<file path="config.mk">
export PLATFORM = sky130hd
export DESIGN_NAME = uart_cmd_rx
export DESIGN_NICKNAME = d
export VERILOG_FILES = /design/src/rtl/uart_cmd_rx.sv
export SDC_FILE = /design/constraint.sdc
export NUM_CORES = 1
export LEC_CHECK = 0
export BUFFER_PORTS_ARGS = -buffer_cell sky130_fd_sc_hd__buf_2
export CAP_MARGIN = 5
export CORE_MARGIN = 5
export CORE_UTILIZATION = 35
export CTS_BUF_LIST = sky130_fd_sc_hd__clkbuf_8
export DETAILED_ROUTE_END_ITERATION = 10
export GPL_TIMING_DRIVEN = 0
export PLACE_DENSITY_LB_ADDON = 0.08
export SYNTH_ARGS = -nofsm -noshare
export SYNTH_HDL_FRONTEND = slang
export SYNTH_SLANG_ARGS = --single-unit
</file>
<file path="constraint.sdc">
create_clock -name clk -period 6.6 [get_ports clk]
set_input_delay 0.66 -clock clk [delete_from_list [all_inputs] [get_ports clk]]
set_output_delay 0.66 -clock clk [all_outputs]
set_load 0.02 [all_outputs]
</file>
<file path="src/rtl/uart_cmd_rx.sv">
// 8N1 UART receiver feeding a line parser that turns "<letter><CR|LF>" into
// one-cycle pet command strobes; raw bytes are exported alongside.
module uart_cmd_rx #(
  parameter int DELAY_FRAMES = 234
) (
  input  logic       clk,
  input  logic       rst_n,
  input  logic       uart_rx,
  output logic [7:0] byte_data,
  output logic       byte_valid,
  output logic       frame_err,
  output logic [2:0] cmd_code,
  output logic       cmd_valid,
  output logic       cmd_err,
  output logic       busy
);
  localparam int HALF_DELAY_WAIT = DELAY_FRAMES / 2;
  localparam logic [12:0] FULL = 13'(DELAY_FRAMES);
  localparam logic [12:0] HALF = 13'(HALF_DELAY_WAIT);

  typedef enum logic [2:0] {IDLE, START, DATA, STOP, BREAK} rxState_t;
  typedef enum logic [1:0] {P_EMPTY, P_HAVE, P_BAD} parseState_t;

  logic        rxMeta, rxS;
  rxState_t    state;
  logic [12:0] cnt;
  logic [2:0]  bitIdx;
  logic [7:0]  shift;
  parseState_t pState;
  logic [2:0]  pCode;
  logic [2:0]  byteCode;
  logic        isTerm;

  always_ff @(posedge clk) begin
    if (!rst_n) begin
      rxMeta <= 1'b1;
      rxS    <= 1'b1;
    end else begin
      rxMeta <= uart_rx;
      rxS    <= rxMeta;
    end
  end

  always_ff @(posedge clk) begin
    if (!rst_n) begin
      state      <= IDLE;
      cnt        <= '0;
      bitIdx     <= '0;
      shift      <= '0;
      byte_data  <= '0;
      byte_valid <= 1'b0;
      frame_err  <= 1'b0;
    end else begin
      byte_valid <= 1'b0;
      frame_err  <= 1'b0;
      case (state)
        IDLE: if (!rxS) begin
          state <= START;
          cnt   <= 13'd1;
        end
        // Start bit must still be low at its midpoint, otherwise it was a glitch
        START: if (cnt == HALF) begin
          if (!rxS) begin
            state  <= DATA;
            cnt    <= 13'd1;
            bitIdx <= '0;
          end else begin
            state <= IDLE;
          end
        end else begin
          cnt <= cnt + 13'd1;
        end
        DATA: if (cnt == FULL) begin
          shift  <= {rxS, shift[7:1]};
          cnt    <= 13'd1;
          bitIdx <= bitIdx + 3'd1;
          if (bitIdx == 3'd7) state <= STOP;
        end else begin
          cnt <= cnt + 13'd1;
        end
        STOP: if (cnt == FULL) begin
          if (rxS) begin
            byte_data  <= shift;
            byte_valid <= 1'b1;
            state      <= IDLE;
          end else begin
            frame_err <= 1'b1;
            state     <= BREAK;
          end
        end else begin
          cnt <= cnt + 13'd1;
        end
        // Held-low line: wait for idle so a break reports only once
        BREAK: if (rxS) state <= IDLE;
        default: state <= IDLE;
      endcase
    end
  end

  assign busy = (state != IDLE);

  always_comb begin
    byteCode = 3'd0;
    case (byte_data | 8'h20)
      8'h66: byteCode = 3'd1;
      8'h70: byteCode = 3'd2;
      8'h73: byteCode = 3'd3;
      8'h63: byteCode = 3'd4;
      8'h74: byteCode = 3'd5;
      default: byteCode = 3'd0;
    endcase
  end

  assign isTerm = (byte_data == 8'h0D) || (byte_data == 8'h0A);

  always_ff @(posedge clk) begin
    if (!rst_n) begin
      pState    <= P_EMPTY;
      pCode     <= '0;
      cmd_code  <= '0;
      cmd_valid <= 1'b0;
      cmd_err   <= 1'b0;
    end else begin
      cmd_valid <= 1'b0;
      cmd_err   <= 1'b0;
      if (frame_err) begin
        pState <= P_BAD;
      end else if (byte_valid) begin
        if (isTerm) begin
          // Terminator on an empty line is silent so CRLF doesn't double-fire
          if (pState == P_HAVE) begin
            cmd_code  <= pCode;
            cmd_valid <= 1'b1;
          end else if (pState == P_BAD) begin
            cmd_err <= 1'b1;
          end
          pState <= P_EMPTY;
        end else if (pState == P_EMPTY && byteCode != 3'd0) begin
          pState <= P_HAVE;
          pCode  <= byteCode;
        end else begin
          pState <= P_BAD;
        end
      end
    end
  end
endmodule

</file>
# Word-level counts from Yosys, hierarchy flattened
# Index checks and enable logic that the tools add are counted.
classes:
  addsub: 2
  n_eq_ne: 24
  mux: 27
  bitwise: 4
  reduce_logical: 20
op_table:
  columns: ["cell", "count"]
  rows:
  - ["$mux 13", 4]
  - ["$pmux 13 s4", 1]
  - ["$eq 7x6->1 const B", 5]
  - ["$mux 3", 10]
  - ["$pmux 3 s5", 2]
  - ["$eq 8x4->1 const B", 2]
  - ["$ne 2x2->1 const B", 8]
  - ["$add 13x1->13 const B", 1]
  - ["$eq 13x7->1 const B", 1]
  - ["$eq 13x8->1 const B", 1]
  - ["$reduce_and 4->1", 3]
  - ["$mux 2", 5]
  - ["$eq 3x2->1 const B", 2]
  - ["$eq 3x3->1 const B", 2]
  - ["$pmux 3 s2", 1]
  - ["$reduce_and 3->1", 2]
  - ["$reduce_and 6->1", 1]
  - ["$reduce_bool 3->1", 2]
  - ["$reduce_or 5->1", 1]
  - ["$mux 1", 4]
  - ["$not 1->1", 4]
  - ["$reduce_and 2->1", 2]
  - ["$reduce_bool 2->1", 2]
  - ["$reduce_bool 4->1", 1]
  - ["10 further kinds", 10]
word_totals:
  register_bits: 49
  output_inout_bits: 16

# Depth between registers and ports, before layout
# Gate-level depths: netlist of run 1.
depth:
  word_depth: 8
  depth_mapped: 8
  depth_no_buf: 7

# Least setup slack after synthesis of run 1
# OpenSTA, ideal clock, no wires.
synth_timing:
  path_kind: "register to register"
  from: "reg byte_data[1]"
  to: "reg cmd_code[1]"
  t_arrival_ns: 2.110
  setup_slack_ns: 4.363
  path_stages_with_launch: 8
  path_buffers: 2
  synth_period_minus_slack_ns: 2.237
  cell_sequence: "dfxtp_1 > clkbuf_1 > or3b_2 > a211oi_1 > and4b_1 > clkbuf_1 > mux2i_1 > nor2_1"
synth_between:
  elab_chain_len: 3
  elab_cells_between_ends: 4
  classes_between: "2 x eq/ne; 2 x reduce/logical"
synth_rtl:
  columns: ["item", "line", "rtl"]
  rows:
  - ["start: declaration", "9", "output logic [7:0] byte_data,"]
  - ["start signal: assignment", "83", "byte_data <= shift;"]
  - ["$eq 8x4->1", "114", "assign isTerm = (byte_data == 8'h0D) || (byte_data == 8'h0A);"]
  - ["$logic_or 1x1->1 (*)", "114", null]
  - ["$reduce_and 4->1 (no source line) (*)", null, null]
  - ["end signal: assignment", "132", "cmd_code <= pCode;"]
  - ["end: declaration", "12", "output logic [2:0] cmd_code,"]
# Every way passes the cells marked *; elsewhere a longest branch is shown, timed or not.
# A chain may end at the register's enable or synchronous reset.

# Worst setup path in the final report of run 1
layout_timing:
  from: "reg byte_data[4]"
  to: "reg cmd_code[2]"
# Same word-level chain as after synthesis.

==> results of run 1 <==
-- power groups by stage --
stage / logic [uW] / clock network (uW) / registers (uW)
final: 33.6 / 197 / 302
after global routing: 38.2 / 220 / 302
after CTS: 33.8 / 206 / 302
after detailed placement: 33.6 / 0 / 308
after global placement: 34.4 / 0 / 308
after floorplan: 24.1 / 0 / 307
-- flip-flops by register name (all words and copies together) (netlist names) --
signal      flops
cmd_code        3
cmd_valid       1
shift           8
cmd_err         1
cnt            13
byte_valid      1
state           3
frame_err       1
bitIdx          3
pState          2
byte_data       8
rxS             1
rxMeta          1
pCode           3
-- final timing paths --
path	start	endpoint	slack, ns	depth (start not counted)
setup / recovery	byte_data[4]	cmd_code[2]	4.08	7
hold / removal	rxMeta	rxS	0.43	1
setup reg to reg	byte_data[4]	cmd_code[2]	4.08	7
hold reg to reg	rxMeta	rxS	0.43	1
-- cells in the mapped netlist, types with 2 or more instances --
cell type  count
a31oi_1        4
and3b_1        2
a21oi_1        7
and3_1         6
dfxtp_1       49
nor4_1         6
o22ai_1        2
inv_1         17
nor3b_1        2
clkbuf_1      13
o211ai_1       4
a211o_1        2
o221ai_1       6
nand2b_1       8
and2_1         2
or4_1          2
nor2b_1        3
ha_1           5
nand4_1        7
o21ai_0        7
nand3_1       12
xnor2_1        2
nor2_1        33
nand2_1       20
a22oi_1        2
nand3b_1       3
nand4b_1       2
mux2i_1       24
nor3_1         3
or3_1          3
a21o_1         3
-- worst max-delay path, cell delays in order (launching register included) --
cell	delay [ns]
dfxtp_1	0.32
clkbuf_1	0.21
or4b_2	0.67
a211oi_1	0.42
and4b_1	0.25
clkbuf_1	0.24
mux2i_1	0.24
nor2_1	0.05
-- logic make-up (layout without fill, tap and decap cells) --
logic type / Yosys count / in the layout / synth area share, %
simple gates: 123 / 123 / 28.00
buf+inv: 33 / 59 / 5.558
flops: 49 / 49 / 40.35
mux: 25 / 25 / 10.34
xor+xnor: 3 / 3 / 1.081
fa+ha+maj: 5 / 5 / 2.573
compound gates: 43 / 43 / 12.09
-- metrics by stage --
step,cells,cell area (sq um)
global route,403,2741
finish,403,2741
floorplan,281,2431
detailed placement,395,2641
global placement,395,2641
CTS,403,2741
-- layer usage --
metal | part of all wire (%) | vias up
li1 | - | 1051
met1 | 53 | 963
met2 | 43 | 21
met3 | 3.1 | 5
met4 | 1.3 | 0
met5 | 0 | -
-- final cells by class --
cell class              instances  area (sq um)
plain buffers                  15         67.56
clock buffers                   6         82.58
clock inverters                 2         17.52
fillers                       705          4053
inverters                      18         67.56
multi-input cells             199          1315
flip-flops and latches         49         980.9
well taps                      96         120.1
repair buffers                 18         90.09
-- placed cells by master, fill, tap and decap left out, types with 3 or more instances in the layout --
cell type  instances
a21o_1             3
a31oi_1            4
and3_1             6
clkbuf_1          13
nand3b_1           3
nand2_1           20
nor4_1             6
or3_1              3
nor2_1            33
dfxtp_1           49
o211ai_1           4
buf_2             18
nor2b_1            3
o221ai_1           6
mux2i_1           24
nand2b_1           8
nand3_1           12
ha_1               5
o21ai_0            7
nand4_1            7
nor3_1             3
inv_1             17
a21oi_1            7
clkbuf_8           6
==> qor.txt, run 1 <==
Skew final - 0.008547 ns
Outcome - finished clean
Mapped Area - 0.002431 sq mm
Tcrit/Tclk final - 38.19%
Setup TNS - 0 ns
Max capacitance violation total - 0
Net Sw Power - 137.0 uW
WP data required - 6.79 ns
Synth Register Bits - 49
Drt initial violations - 93
Synth top area cells - dfxtp_1, mux2i_1, nor2_1
Gr ovfl total - 0
Die H - 93.34 microns
Met2 Use GR - 20.31%
Pint - 395.1 uW
Fin util - 40.35%
Most used flip-flop cell after synthesis - dfxtp_1
Worst min path class - flip-flop to flip-flop
Fmax achieved - 396.8 MHz
Die area - 0.008712 sq mm
Detailed Place HPWL - 4010 microns
Critical Path End Type - flip-flop
Via count - 2040
Gpl congestion - 0.7793
H-tree levels - 2
Largest net degree at the start of global routing - 17
All-layer global routing usage - 13.62%
Ys async rst share - 0%
Routed len/inst - 13.81 microns
Part of the power in registers - 56.7%
Critical Path Start Type - flip-flop
VDD IR max - 0.06331 mV
Vias/cell - 5.062
Fraction of layout cells with a size suffix above 1 - 11.07%
PnR worst setup slack - 4.080 ns
CTS Hold Bufs - 0
CP max FO - 8
CTS tree - done
Syn_nets - 289
First-pass GRT wire length - 9556 microns
Pleak - 0.0009603 uW
Port Buf Inserts - 18
Sw frac - 25.75%
Crit Path Class - flip-flop to flip-flop
Final max-slew violation count - 0
Busiest grt layer - met2
CTS resizes - 0
M1 GR Usage - 19.20%
CTS Buffer Depth - 2
Die W - 93.34 microns
Setup violators final - 0
Max-slew headroom - 51.64%
P per Cell Area - 194.1 mW/mm^2
Met3 Use GR - 3.298%
ANT nets after route - 0
Root buffer cell - clkbuf_8
Rows - 30
Ys Warns - 0
Synth cell types - 51
Clock sinks - 49
Tot Pwr - 532.1 uW
CTS Buf Count - 5
Crit path arrival time - 2.71 ns
Avg Inst Size Synth - 8.652 sq um
Seq/Total Area, Yosys - 40.35%
Clk pwr share - 37.0%
Initial antenna violation count - 0
Worst Tran Pin Value - 0.7188 ns
Post-synth EDFFs - 0
Worst-path clk slew - 0.10 ns
Area leader, netlist - dfxtp_1
Initial Util - 35.78%
Postcts setup bufs - 0
Final-report hold violation count - 0
Worst slack, placed - 4.102 ns
Unrepaired setup endpoints after global routing - false
Comb pwr share - 6.3%
Min cycle time layout - 2.520 ns
Drt drc - 0
Drt first pass iters - 4
Hold Slack - 0.4283 ns
P&R area growth vs syn - 12.76%
Syn Inst Count - 281
I/O pins - 19
Ant diodes - 0
Top cell type's share of synthesized area - 40.35%
Core ar. - 0.006794 sq mm
Worst-Skew Late Latency - 0.31 ns
Vias in the first global route - 1935
Layout net count - 314
DRT Wirelength - 5567 microns
Note: power is estimated with default switching activity, not from simulation.
==> run 2, diff against run 1 <==
==> constraint.sdc (replaced) <==
create_clock -name clk -period 2.5 [get_ports clk]
set_input_delay 0.25 -clock clk [delete_from_list [all_inputs] [get_ports clk]]
set_output_delay 0.25 -clock clk [all_outputs]
set_load 0.02 [all_outputs]
==> qor.txt, run 2 (synthesis results as in run 1) <==
Vias in the first global route - 1930 (was 1935)
Final max-slew violation count - 0 (unchanged)
Routed len/inst - 13.82 microns (was 13.81 microns)
Layout net count - 313 (was 314)
Min cycle time layout - 2.357 ns (was 2.520 ns)
Drt first pass iters - 4 (unchanged)
Worst-Skew Late Latency - 0.31 ns (about the same)
Area of the multi-input gates - 0.001328 sq mm (was 0.001315 sq mm)
Die area - 0.008712 sq mm (unchanged)
Setup TNS - 0 ns (unchanged)
Clk pwr share - 37.0% (about the same)
DRT Wirelength - 5556 microns (was 5567 microns)
P per Cell Area - 510.7 mW/mm^2 (was 194.1 mW/mm^2)
Max capacitance violation total - 0 (unchanged)
Sw frac - 25.76% (was 25.75%)
Outcome - finished clean (unchanged)
Rows - 30 (unchanged)
Via count - 2045 (was 2040)
Die H - 93.34 microns (unchanged)
Tot Pwr - 1405 uW (was 532.1 uW)
Tcrit/Tclk final - 94.27% (was 38.19%)
First-pass GRT wire length - 9515 microns (was 9556 microns)
Met3 Use GR - 3.298% (unchanged)
Crit Path Class - flip-flop to flip-flop (unchanged)
Skew final - 0.009252 ns (was 0.008547 ns)
CTS Hold Bufs - 0 (unchanged)
CTS tree - done (unchanged)
Fin util - 40.50% (was 40.35%)
H-tree levels - 2 (unchanged)
Largest regs - cnt (13), byte_data (8), shift (8) (unchanged)
Ant diodes - 0 (unchanged)
Comb pwr share - 6.3% (about the same)
CTS Buffer Depth - 2 (unchanged)
Busiest grt layer - met2 (unchanged)
Critical Path Start Type - flip-flop (unchanged)
Hold Slack - 0.1271 ns (was 0.4283 ns)
Crit path arrival time - 2.55 ns (was 2.71 ns)
WP data required - 2.69 ns (was 6.79 ns)
Root buffer cell - clkbuf_8 (unchanged)
Part of the power in registers - 56.7% (about the same)
Fraction of layout cells with a size suffix above 1 - 11.76% (was 11.07%)
Worst Tran Pin Value - 0.7188 ns (about the same)
Most frequent cells in the layout - dfxtp_1, nor2_1, mux2i_1, nand2_1, buf_2 (unchanged)
I/O pins - 19 (unchanged)
Detailed Place HPWL - 4010 microns (unchanged)
Most common cell after layout, fill and taps aside - dfxtp_1 (unchanged)
PnR worst setup slack - 0.1433 ns (was 4.080 ns)
Worst min path class - input port to flip-flop (was flip-flop to flip-flop)
ANT nets after route - 0 (unchanged)
Final-report hold violation count - 0 (unchanged)
Fmax achieved - 424.3 MHz (was 396.8 MHz)
Clock sinks - 49 (unchanged)
Max-slew headroom - 51.64% (about the same)
Initial Util - 35.78% (unchanged)
Largest net degree at the start of global routing - 17 (unchanged)
Drt initial violations - 106 (was 93)
Drt drc - 0 (unchanged)
Worst-path clk slew - 0.10 ns (about the same)
Setup violators final - 0 (unchanged)
Critical Path End Type - flip-flop (unchanged)
VDD IR max - 0.1677 mV (was 0.06331 mV)
Core ar. - 0.006794 sq mm (unchanged)
CP max FO - 8 (unchanged)
Worst slack, placed - 0.001743 ns (was 4.102 ns)
CTS Buf Count - 5 (unchanged)
Gpl congestion - 0.7793 (unchanged)
P&R area growth vs syn - 13.18% (was 12.76%)
Met2 Use GR - 20.31% (unchanged)
Port Buf Inserts - 18 (unchanged)
Most flop-heavy register - cnt (unchanged)
Net Sw Power - 362.0 uW (was 137.0 uW)
Vias/cell - 5.087 (was 5.062)
FF+latch area - 980.9 sq um (unchanged)
# fillers - 703 (was 705)
Die W - 93.34 microns (unchanged)
M1 GR Usage - 19.05% (was 19.20%)
Max reg flops - 13 (unchanged)
All-layer global routing usage - 13.57% (was 13.62%)
Initial antenna violation count - 0 (unchanged)
Pint - 1043 uW (was 395.1 uW)
Gr ovfl total - 0 (unchanged)
Pleak - 0.0009618 uW (was 0.0009603 uW)
run 2: cell count changes in the layout (fill, tap and decap cells not counted), sizes merged:
cell,change
clkbuf,-1
run 2: path summary, 6_finish.rpt:
| path | from | depth (start not counted) | slack, ns | to |
|---|---|---|---|---|
| hold / removal | uart_rx | 2 | 0.13 | rxMeta |
| setup / recovery | byte_data[4] | 7 | 0.14 | cmd_code[2] |
| hold reg to reg | rxMeta | 1 | 0.43 | rxS |
| setup reg to reg | byte_data[4] | 7 | 0.14 | cmd_code[2] |
run 2: routing by layer:
metal,wire length (microns),part of all wire [%]
met3,193,3.5
met4,64,1.2
met2,2382,43
met1,2916,52
met5,0,0
run 2: what timing repair did:
item,CTS,global route
pin swaps,0,0
setup endpoints to repair,2,4
buffers inserted,0,0
gates resized for setup,1,3
run 2: area by class of cell:
type                       instances  area share, %
multi-input combinational        199          48.25
tap                               96          4.366
clock buffer                       6          3.001
timing repair buffer              18          3.274
sequential                        49          35.65
buffer                            14          2.365
inverter                          18          2.456
clock inverter                     2         0.6367
run 2: power groups by stage:
stage / registers (uW) / logic [uW] / clock network (uW)
after floorplan: 811 / 63.7 / 0
after global placement: 814 / 90.7 / 0
after detailed placement: 814 / 88.6 / 0
after CTS: 797 / 89.2 / 543
after global routing: 798 / 101 / 581
final: 797 / 88.6 / 520
run 2: critical path, cell delays in order, from the launching register on:
cell,delay [ns]
dfxtp_1,0.32
clkbuf_1,0.21
or4b_2,0.71
a211oi_4,0.25
and4b_1,0.22
clkbuf_1,0.24
mux2i_1,0.24
nor2_1,0.05
run 2: stage by stage:
step / instances / area (sq um)
4_1_cts: 403 / 2746
2_1_floorplan: 281 / 2431
5_1_grt: 402 / 2751
6_report: 402 / 2751
3_5_place_dp: 395 / 2641
3_3_place_gp: 395 / 2641
